===== config.mk =====
export PLATFORM = sky130hd
export DESIGN_NAME = csr_exec_unit
export DESIGN_NICKNAME = d
export VERILOG_FILES = /design/src/rtl/csr_exec_unit_pkg.sv /design/src/rtl/csr_counter64.sv /design/src/rtl/csr_exec_unit.sv
export SDC_FILE = /design/constraint.sdc
export NUM_CORES = 1
export LEC_CHECK = 0
export ABC_AREA = 0
export BUFFER_PORTS_ARGS = -buffer_cell sky130_fd_sc_hd__buf_4
export CELL_PAD_IN_SITES_DETAIL_PLACEMENT = 0
export CELL_PAD_IN_SITES_GLOBAL_PLACEMENT = 1
export CORE_MARGIN = 8
export CORE_UTILIZATION = 48
export DETAILED_ROUTE_END_ITERATION = 10
export PLACE_DENSITY = 0.91
export SLEW_MARGIN = 20
export SYNTH_ARGS = -nofsm -noshare
export SYNTH_HDL_FRONTEND = slang
export SYNTH_SLANG_ARGS = --single-unit

===== constraint.sdc =====
create_clock -name clk -period 4.6 [get_ports clk]
set_input_delay 0.69 -clock clk [delete_from_list [all_inputs] [get_ports clk]]
set_output_delay 0.69 -clock clk [all_outputs]
set_load 0.02 [all_outputs]

===== src/rtl/csr_exec_unit_pkg.sv =====
// Shared Zicsr definitions: operation codes, machine-mode CSR addresses and
// the read-modify-write helper used by the CSR execution unit.
package csr_exec_unit_pkg;

   localparam int CSR_OP_WIDTH = 3;

   typedef enum logic [CSR_OP_WIDTH-1:0] {
      CSR_OP_NA = 3'd0,
      CSRRW     = 3'd1,
      CSRRS     = 3'd2,
      CSRRC     = 3'd3,
      CSRRWI    = 3'd5,
      CSRRSI    = 3'd6,
      CSRRCI    = 3'd7
   } csr_op_e;

   localparam logic [11:0] CSR_MSTATUS   = 12'h300;
   localparam logic [11:0] CSR_MISA      = 12'h301;
   localparam logic [11:0] CSR_MIE       = 12'h304;
   localparam logic [11:0] CSR_MTVEC     = 12'h305;
   localparam logic [11:0] CSR_MSCRATCH  = 12'h340;
   localparam logic [11:0] CSR_MEPC      = 12'h341;
   localparam logic [11:0] CSR_MCAUSE    = 12'h342;
   localparam logic [11:0] CSR_MTVAL     = 12'h343;
   localparam logic [11:0] CSR_MIP       = 12'h344;
   localparam logic [11:0] CSR_MCYCLE    = 12'hB00;
   localparam logic [11:0] CSR_MCYCLEH   = 12'hB80;
   localparam logic [11:0] CSR_MINSTRET  = 12'hB02;
   localparam logic [11:0] CSR_MINSTRETH = 12'hB82;
   localparam logic [11:0] CSR_CYCLE     = 12'hC00;
   localparam logic [11:0] CSR_CYCLEH    = 12'hC80;
   localparam logic [11:0] CSR_INSTRET   = 12'hC02;
   localparam logic [11:0] CSR_INSTRETH  = 12'hC82;
   localparam logic [11:0] CSR_MHARTID   = 12'hF14;

   localparam int MSTATUS_MIE  = 3;
   localparam int MSTATUS_MPIE = 7;

   // Only MSIE, MTIE and MEIE exist in this hart.
   localparam logic [31:0] MIE_MASK = 32'h0000_0888;

   function automatic logic csr_op_valid(input csr_op_e op);
      case (op)
         CSRRW, CSRRS, CSRRC, CSRRWI, CSRRSI, CSRRCI: csr_op_valid = 1'b1;
         default:                                    csr_op_valid = 1'b0;
      endcase
   endfunction

   function automatic logic [31:0] csr_apply(input csr_op_e op,
                                             input logic [31:0] old_val,
                                             input logic [31:0] src);
      case (op)
         CSRRW, CSRRWI: csr_apply = src;
         CSRRS, CSRRSI: csr_apply = old_val | src;
         CSRRC, CSRRCI: csr_apply = old_val & ~src;
         default:       csr_apply = old_val;
      endcase
   endfunction

endpackage


===== src/rtl/csr_counter64.sv =====
// 64-bit free-running counter with independently writable halves; a write
// to either half suppresses the increment for that cycle.
module csr_counter64 (
   input  logic        clk,
   input  logic        resetn,
   input  logic        inc,
   input  logic        wr_lo,
   input  logic        wr_hi,
   input  logic [31:0] wdata,
   output logic [63:0] count
);

   always_ff @(posedge clk or negedge resetn) begin
      if (!resetn) begin
         count <= '0;
      end else if (wr_lo) begin
         count[31:0] <= wdata;
      end else if (wr_hi) begin
         count[63:32] <= wdata;
      end else if (inc) begin
         count <= count + 64'd1;
      end
   end

endmodule


===== src/rtl/csr_exec_unit.sv =====
// Machine-mode CSR file with Zicsr read-modify-write, trap entry and mret.
// Read data and the illegal strobe are registered one cycle after the access.
module csr_exec_unit
   import csr_exec_unit_pkg::*;
#(
   parameter logic [31:0] HART_ID  = 32'd0,
   parameter logic [31:0] MISA_VAL = 32'h4000_1101
) (
   input  logic                    clk,
   input  logic                    resetn,
   input  logic                    CSRwe,
   input  logic                    CSRre,
   input  logic [CSR_OP_WIDTH-1:0] CSRop,
   input  logic [11:0]             csr_addr,
   input  logic [31:0]             rs1_data,
   input  logic [4:0]              uimm,
   input  logic                    instret_inc,
   input  logic                    trap_valid,
   input  logic [31:0]             trap_cause,
   input  logic [31:0]             trap_pc,
   input  logic [31:0]             trap_val,
   input  logic                    mret,
   input  logic                    irq_msip,
   input  logic                    irq_mtip,
   input  logic                    irq_meip,
   output logic [31:0]             csr_rdata,
   output logic                    csr_rdata_valid,
   output logic                    csr_illegal,
   output logic [31:0]             mtvec_o,
   output logic [31:0]             mepc_o,
   output logic                    irq_pending
);

   csr_op_e     op;
   logic        access;
   logic        implemented;
   logic        illegal;
   logic        wr_en;
   logic [31:0] old_val;
   logic [31:0] src;
   logic [31:0] new_val;
   logic [31:0] mstatus_val;
   logic [31:0] mip_val;

   logic        mstatus_mie;
   logic        mstatus_mpie;
   logic [31:0] mie_q;
   logic [31:0] mtvec_q;
   logic [31:0] mscratch_q;
   logic [31:0] mepc_q;
   logic [31:0] mcause_q;
   logic [31:0] mtval_q;
   logic [63:0] mcycle;
   logic [63:0] minstret;

   assign op = csr_op_e'(CSRop);

   // MPP is hardwired to machine mode since no other privilege level exists.
   assign mstatus_val = {19'b0, 2'b11, 3'b0, mstatus_mpie, 3'b0, mstatus_mie, 3'b0};
   assign mip_val     = {20'b0, irq_meip, 3'b0, irq_mtip, 3'b0, irq_msip, 3'b0};

   always_comb begin
      old_val     = '0;
      implemented = 1'b1;
      case (csr_addr)
         CSR_MSTATUS:                old_val = mstatus_val;
         CSR_MISA:                   old_val = MISA_VAL;
         CSR_MIE:                    old_val = mie_q;
         CSR_MTVEC:                  old_val = mtvec_q;
         CSR_MSCRATCH:               old_val = mscratch_q;
         CSR_MEPC:                   old_val = mepc_q;
         CSR_MCAUSE:                 old_val = mcause_q;
         CSR_MTVAL:                  old_val = mtval_q;
         CSR_MIP:                    old_val = mip_val;
         CSR_MCYCLE,   CSR_CYCLE:    old_val = mcycle[31:0];
         CSR_MCYCLEH,  CSR_CYCLEH:   old_val = mcycle[63:32];
         CSR_MINSTRET, CSR_INSTRET:  old_val = minstret[31:0];
         CSR_MINSTRETH, CSR_INSTRETH: old_val = minstret[63:32];
         CSR_MHARTID:                old_val = HART_ID;
         default:                    implemented = 1'b0;
      endcase
   end

   // A trap in the same cycle drops the write but still lets the read through.
   always_comb begin
      access  = (CSRwe | CSRre) & csr_op_valid(op);
      illegal = access & (~implemented | (CSRwe & (csr_addr[11:10] == 2'b11)));
      src     = (op == CSRRWI || op == CSRRSI || op == CSRRCI) ? {27'b0, uimm} : rs1_data;
      new_val = csr_apply(op, old_val, src);
      wr_en   = access & CSRwe & ~illegal & ~trap_valid;
   end

   always_ff @(posedge clk or negedge resetn) begin
      if (!resetn) begin
         csr_rdata       <= '0;
         csr_rdata_valid <= 1'b0;
         csr_illegal     <= 1'b0;
      end else begin
         csr_rdata       <= (access & CSRre & ~illegal) ? old_val : 32'd0;
         csr_rdata_valid <= access & CSRre & ~illegal;
         csr_illegal     <= illegal;
      end
   end

   // Priority: trap entry, then mret, then software writes.
   always_ff @(posedge clk or negedge resetn) begin
      if (!resetn) begin
         mstatus_mie  <= 1'b0;
         mstatus_mpie <= 1'b0;
         mie_q        <= '0;
         mtvec_q      <= '0;
         mscratch_q   <= '0;
         mepc_q       <= '0;
         mcause_q     <= '0;
         mtval_q      <= '0;
      end else if (trap_valid) begin
         mepc_q       <= trap_pc & ~32'd3;
         mcause_q     <= trap_cause;
         mtval_q      <= trap_val;
         mstatus_mpie <= mstatus_mie;
         mstatus_mie  <= 1'b0;
      end else begin
         if (mret) begin
            mstatus_mie  <= mstatus_mpie;
            mstatus_mpie <= 1'b1;
         end
         if (wr_en) begin
            case (csr_addr)
               CSR_MSTATUS: begin
                  if (!mret) begin
                     mstatus_mie  <= new_val[MSTATUS_MIE];
                     mstatus_mpie <= new_val[MSTATUS_MPIE];
                  end
               end
               CSR_MIE:      mie_q      <= new_val & MIE_MASK;
               CSR_MTVEC:    mtvec_q    <= new_val & ~32'd3;
               CSR_MSCRATCH: mscratch_q <= new_val;
               CSR_MEPC:     mepc_q     <= new_val & ~32'd3;
               CSR_MCAUSE:   mcause_q   <= new_val;
               CSR_MTVAL:    mtval_q    <= new_val;
               default: ;
            endcase
         end
      end
   end

   csr_counter64 u_mcycle (
      .clk    (clk),
      .resetn (resetn),
      .inc    (1'b1),
      .wr_lo  (wr_en && csr_addr == CSR_MCYCLE),
      .wr_hi  (wr_en && csr_addr == CSR_MCYCLEH),
      .wdata  (new_val),
      .count  (mcycle)
   );

   csr_counter64 u_minstret (
      .clk    (clk),
      .resetn (resetn),
      .inc    (instret_inc),
      .wr_lo  (wr_en && csr_addr == CSR_MINSTRET),
      .wr_hi  (wr_en && csr_addr == CSR_MINSTRETH),
      .wdata  (new_val),
      .count  (minstret)
   );

   assign mtvec_o     = mtvec_q;
   assign mepc_o      = mepc_q;
   assign irq_pending = mstatus_mie & |(mie_q & mip_val);

endmodule


# Word-level counts from Yosys, hierarchy flattened
# Index checks and enable logic that the tools add are counted.
totals:
  reg_bits: 325
  output_inout_bits: 99
op_classes:
  n_addsub: 2
  eq_ne: 27
  mux: 32
  bitwise_logic: 19
  reduce_logical: 30
ops:
  columns: ["operator", "n"]
  rows:
  - ["$mux W32", 17]
  - ["$pmux W32 S13", 1]
  - ["$add A64 B1 Y64 const B", 2]
  - ["$eq A12 B10 Y1 const B", 9]
  - ["$eq A12 B12 Y1 const B", 9]
  - ["$pmux W32 S3", 1]
  - ["$mux W64", 1]
  - ["$and A32 B32 Y32", 1]
  - ["$not A32 Y32", 1]
  - ["$or A32 B32 Y32", 1]
  - ["$reduce_or A32 Y1", 1]
  - ["$reduce_or A18 Y1", 1]
  - ["$reduce_or A2 Y1", 7]
  - ["$and A12 B12 Y12", 1]
  - ["$mux W1", 12]
  - ["$reduce_bool A2 Y1", 6]
  - ["$reduce_and A2 Y1", 5]
  - ["$and A1 B1 Y1", 9]
  - ["$eq A3 B3 Y1 const B", 3]
  - ["$reduce_and A3 Y1", 3]
  - ["$eq A3 B2 Y1 const B", 2]
  - ["$reduce_or A6 Y1", 1]
  - ["$logic_and A1 B1 Y1", 4]
  - ["$ne A2 B1 Y1 const B", 2]
  - ["5 further kinds", 10]

# Logic depth before layout (Yosys ltp)
depth:
  depth_word: 12
  ltp_mapped: 11
  ltp_nobuf: 7

# Hierarchy
# Synthesis repeated with hierarchy kept, for this count alone.
unflattened:
  cells_unflattened: 2327
  area_unflattened_um2: 20004.2
by_module_without_submodules:
  columns: ["module", "n_inst", "cells_each", "area_each_um2", "seq_area_each_um2"]
  rows:
  - ["csr_exec_unit", 1, 1286, 11409.7, 4879.7]
  - ["csr_counter64 (u_minstret)", 1, 523, 4351.7, 1601.5]
  - ["csr_counter64 (u_mcycle)", 1, 518, 4242.8, 1601.5]

# Worst setup path after synthesis
# OpenSTA, ideal clock, no wires.
synth_path:
  kind: "input to register"
  start: "input port csr_addr[2]"
  end: "register mstatus_mie"
  arrival_ns: 2.661
  required_ns: 4.464
  setup_slack_ns: 1.804
  stages: 8
  n_path_buf: 2
  path_cell_list: "buf_2 > buf_2 > mux2_2 > a222oi_1 > nor2_1 > or4b_1 > o21ai_2 > o211ai_1"
synth_between:
  elab_chain_cells: 11
synth_lines:
  columns: ["item", "line_no", "text"]
  rows:
  - ["start, declared", "csr_exec_unit.sv:14", "input logic [11:0] csr_addr,"]
  - ["branches (longest 9 deep; another with $pmux W32 S13)", null, null]
  - ["$mux W1 *", "csr_exec_unit.sv:127", "if (wr_en) begin"]
  - ["$mux W1 *", "csr_exec_unit.sv:116", "end else if (trap_valid) begin"]
  - ["end signal, assigned", "csr_exec_unit.sv:124", "mstatus_mie <= mstatus_mpie;"]
  - ["end signal, assigned", "csr_exec_unit.sv:131", "mstatus_mie <= new_val[MSTATUS_MIE];"]
  - ["end, declared", "csr_exec_unit.sv:45", "logic mstatus_mie;"]
# Every way passes the cells marked *.
# A chain may end at the register's enable or synchronous reset.

# Final worst setup path
layout_path:
  start: "input port csr_addr[0]"
  end: "register mscratch_q[19]"
layout_between:
  elab_chain_cells: 10
layout_lines:
  columns: ["item", "line_no", "text"]
  rows:
  - ["$eq A12 B12 Y1 (tied with other cells)", "csr_exec_unit.sv:65", "case (csr_addr)"]
  - ["$reduce_or A18 Y1 (no line)", null, null]
  - ["$mux W1", "csr_exec_unit.sv:65", null]
  - ["$not A1 Y1", "csr_exec_unit.sv:87", "illegal = access & (~implemented | (CSRwe & (csr_addr[11:10] == 2'b11)));"]
  - ["$or A1 B1 Y1", "csr_exec_unit.sv:87", null]
  - ["$and A1 B1 Y1", "csr_exec_unit.sv:87", null]
  - ["$not A1 Y1", "csr_exec_unit.sv:90", "wr_en = access & CSRwe & ~illegal & ~trap_valid;"]
  - ["$and A1 B1 Y1 (2 in a row)", "csr_exec_unit.sv:90", null]
  - ["$reduce_and A3 Y1 (no line)", null, null]
  - ["end signal, assigned", "csr_exec_unit.sv:137", "CSR_MSCRATCH: mscratch_q <= new_val;"]
  - ["end, declared", "csr_exec_unit.sv:49", "logic [31:0] mscratch_q;"]
# Several ways; a longest one is shown, not always the timed one.

==> reports/metrics.yaml <==
status: "finished, final reports clean"
fin_tns_setup_ns: 0
grt_pass1_vias: 19929
clock_sinks: 323
skew_ns: 0.0137
cts_resized: 0
multi_input_area_mm2: 0.0108
grt_pass1_wl_mm: 143
synth_edf_count: 0
grt_setup_unrepaired: "false"
final_nets: 2580
gr-total-overflow: 0
port_buffers: 250
maxSlewViolCount: 0
tightestPinTransition_ns: 1.29
synth_ff_type: "dfrtp_1"
async_reset_ff_frac: 1.00
row_count: 74
regArea_mm2: 0.00808
wire_per_inst_um: 33.2
syn_inst: 2204
yosysWarnings: 0
path_max_fanout: 20
clkLatencyLatePin_ns: 0.58
maxSlewHeadroom: 0.137
synth_cell_type_count: 95
hp-class: "in -> async"
ys_seq_area_frac: 0.412
n_fill_cell: 3600
max_freq_mhz: 266
fin_hold_ws_ns: 0.139
rr_endpoint: "mscratch_q[19]"
r2r_cells: 5
hold_viol_final: 0
cts-htree-levels: 2
die-area_mm2: 0.0476
antenna_cells: 0
holdBufCountCts: 0
cts_setup_buffers: 0
clockBufferDepth: 3
syn_area_mm2: 0.0196
cts_tree: "built"
synth_seq_cells: 323
firstDrtPassIters: 7
power_density_mw_per_mm2: 304
routabilityCongestion: 1.08
grt_max_degree: 111
vias: 21109
finalCriticalPeriod_ns: 3.76
die_y_um: 218
setup-violations-final: 0
rr_startpoint: "mepc_o[19]"
grt_antenna_before_repair: 2
ir_drop_mv: 0.285
ios: 257
design_power_total_mw: 7.17
leakagePower_nw: 9.95
syn_area_per_cell_um2: 8.90
fp.coreArea_mm2: 0.0406
drive_above_1_share: 0.204
reg2reg_slack_ns: 1.21
root_buffer: "clkbuf_16"
drc_errors: 0
fin_crit_sh: 0.818
cts.clk_slew.worst_paths_ns: 0.06
numCtsBuffers: 38
viasPerCell: 7.08
maxCapViolations: 0
dr.first_iter.drc_count: 3451
dpl_cell_area_mm2: 0.0224
cp.arrival_ns: 4.16
area_delta_synth_final_pct: 20.5
track_usage: 0.407
routed_wl_mm: 99.1
start_util: 0.484
antenna_left: 0
final_core_util: 0.583
chipWidth_um: 218
cp-start-kind: "input port"
endpoint_kind: "flip-flop"
stdcell_area_mm2: 0.0236
dpl.hpwl_mm: 72.7
worstSetupPathType: "in -> reg"
worstPathRequired_ns: 5.00
==> flip-flops by register name, indices dropped and copies added (netlist names) <==
signal / count
csr_rdata_valid: 1
csr_rdata: 32
mie_q: 3
mtvec_o: 30
u_mcycle.count: 64
u_minstret.count: 64
mstatus_mie: 1
mtval_q: 32
mcause_q: 32
csr_illegal: 1
mepc_o: 30
mstatus_mpie: 1
mscratch_q: 32
==> per-layer routing <==
| layer | global-route usage | vias up | wire length, um |
|---|---|---|---|
| li1 | - | 8777 | - |
| met1 | 0.543 | 10284 | 37700 |
| met2 | 0.571 | 1700 | 40500 |
| met3 | 0.133 | 344 | 14000 |
| met4 | 0.241 | 4 | 6930 |
| met5 | 0 | - | 27 |
==> report_power, final <==
group / leakage, nW / internal, mW / switching, mW
combinational: 5.23 / 0.372 / 0.591
sequential: 4.11 / 2.98 / 0.197
clock: 0.610 / 1.71 / 1.33
total: 9.95 / 5.06 / 2.12
==> through the flow <==
step | instances | setup WS [ns]
floorplan | 2207 | 1.80
global placement | 2911 | 0.672
detailed placement | 2911 | 0.590
CTS | 2981 | 1.16
global route | 2982 | 0.962
finish | 2982 | 0.837
==> worst max path at each step <==
stage                start            endpoint  slack, ns  depth (start not counted)
2_1_floorplan  csr_addr[2]         mstatus_mie       1.80                          8
3_3_place_gp   csr_addr[1]        mcause_q[19]       0.67                          8
3_5_place_dp   csr_addr[1]      mscratch_q[19]       0.59                          8
4_1_cts        csr_addr[1]      mscratch_q[19]       1.16                          8
5_1_grt        csr_addr[1]  u_mcycle.count[19]       0.96                          8
6_report       csr_addr[0]      mscratch_q[19]       0.84                          8
==> cell usage in the layout (no fill, tap or decap), types with 24 or more instances in the layout <==
master,n
a21oi_1,143
mux2i_1,57
nand3_1,52
nor2b_1,31
nand4_1,66
o211ai_1,31
and3_1,106
a22o_1,24
buf_4,344
a222oi_1,27
and4_1,31
inv_1,31
nor4_1,30
and2_1,41
o21ai_0,225
xnor2_1,67
a22oi_1,49
nand2_1,203
dfrtp_1,323
o21ai_1,25
nor3_1,48
a31oi_1,30
nor2_1,110
clkbuf_16,38
==> cells in the mapped netlist, types with 32 or more instances <==
cell type,number,area [um^2]
o21ai_0,225,1130
buf_2,44,220
nand4_1,66,413
a21oi_1,143,716
nand2_1,204,766
dfrtp_1,323,8080
and3_1,106,663
nor4_1,33,206
a22oi_1,49,368
nor3_1,50,250
inv_1,32,120
mux2i_1,57,571
clkbuf_1,112,420
nor2_1,110,413
and2_1,41,257
xnor2_1,67,587
nand3_1,52,260
==> layout make-up <==
class,instances,area share
Clock buffer,53,0.0456
Clock inverter,17,0.00577
Inverter,32,0.00508
Multi-Input combinational cell,1672,0.457
Sequential cell,323,0.342
Tap cell,532,0.0282
Timing Repair Buffer,353,0.116
==> cell families (layout without fill, tap and decap cells) <==
kind of cell,after synthesis,in the layout,share of synthesized area
and+or+nand+nor,798,798,0.222
AOI/OAI and AO/OA,723,723,0.248
DFF,323,323,0.412
buffers and inverters,212,455,0.0468
xor gates and xnor gates,78,78,0.0348
muxes,67,67,0.0354
adders and majority gates,2,2,0.00128
other,1,4,0.000191
==> critical path, cell delays in order <==
cell and delay [ns]:
buf_4 0.29, nor4b_2 0.13, buf_12 0.18, a22o_1 0.23, a221oi_1 0.53, o21ai_0 0.52, o41ai_4 1.27, o21ai_0 0.28
Note: power is estimated with default switching activity, not from simulation.
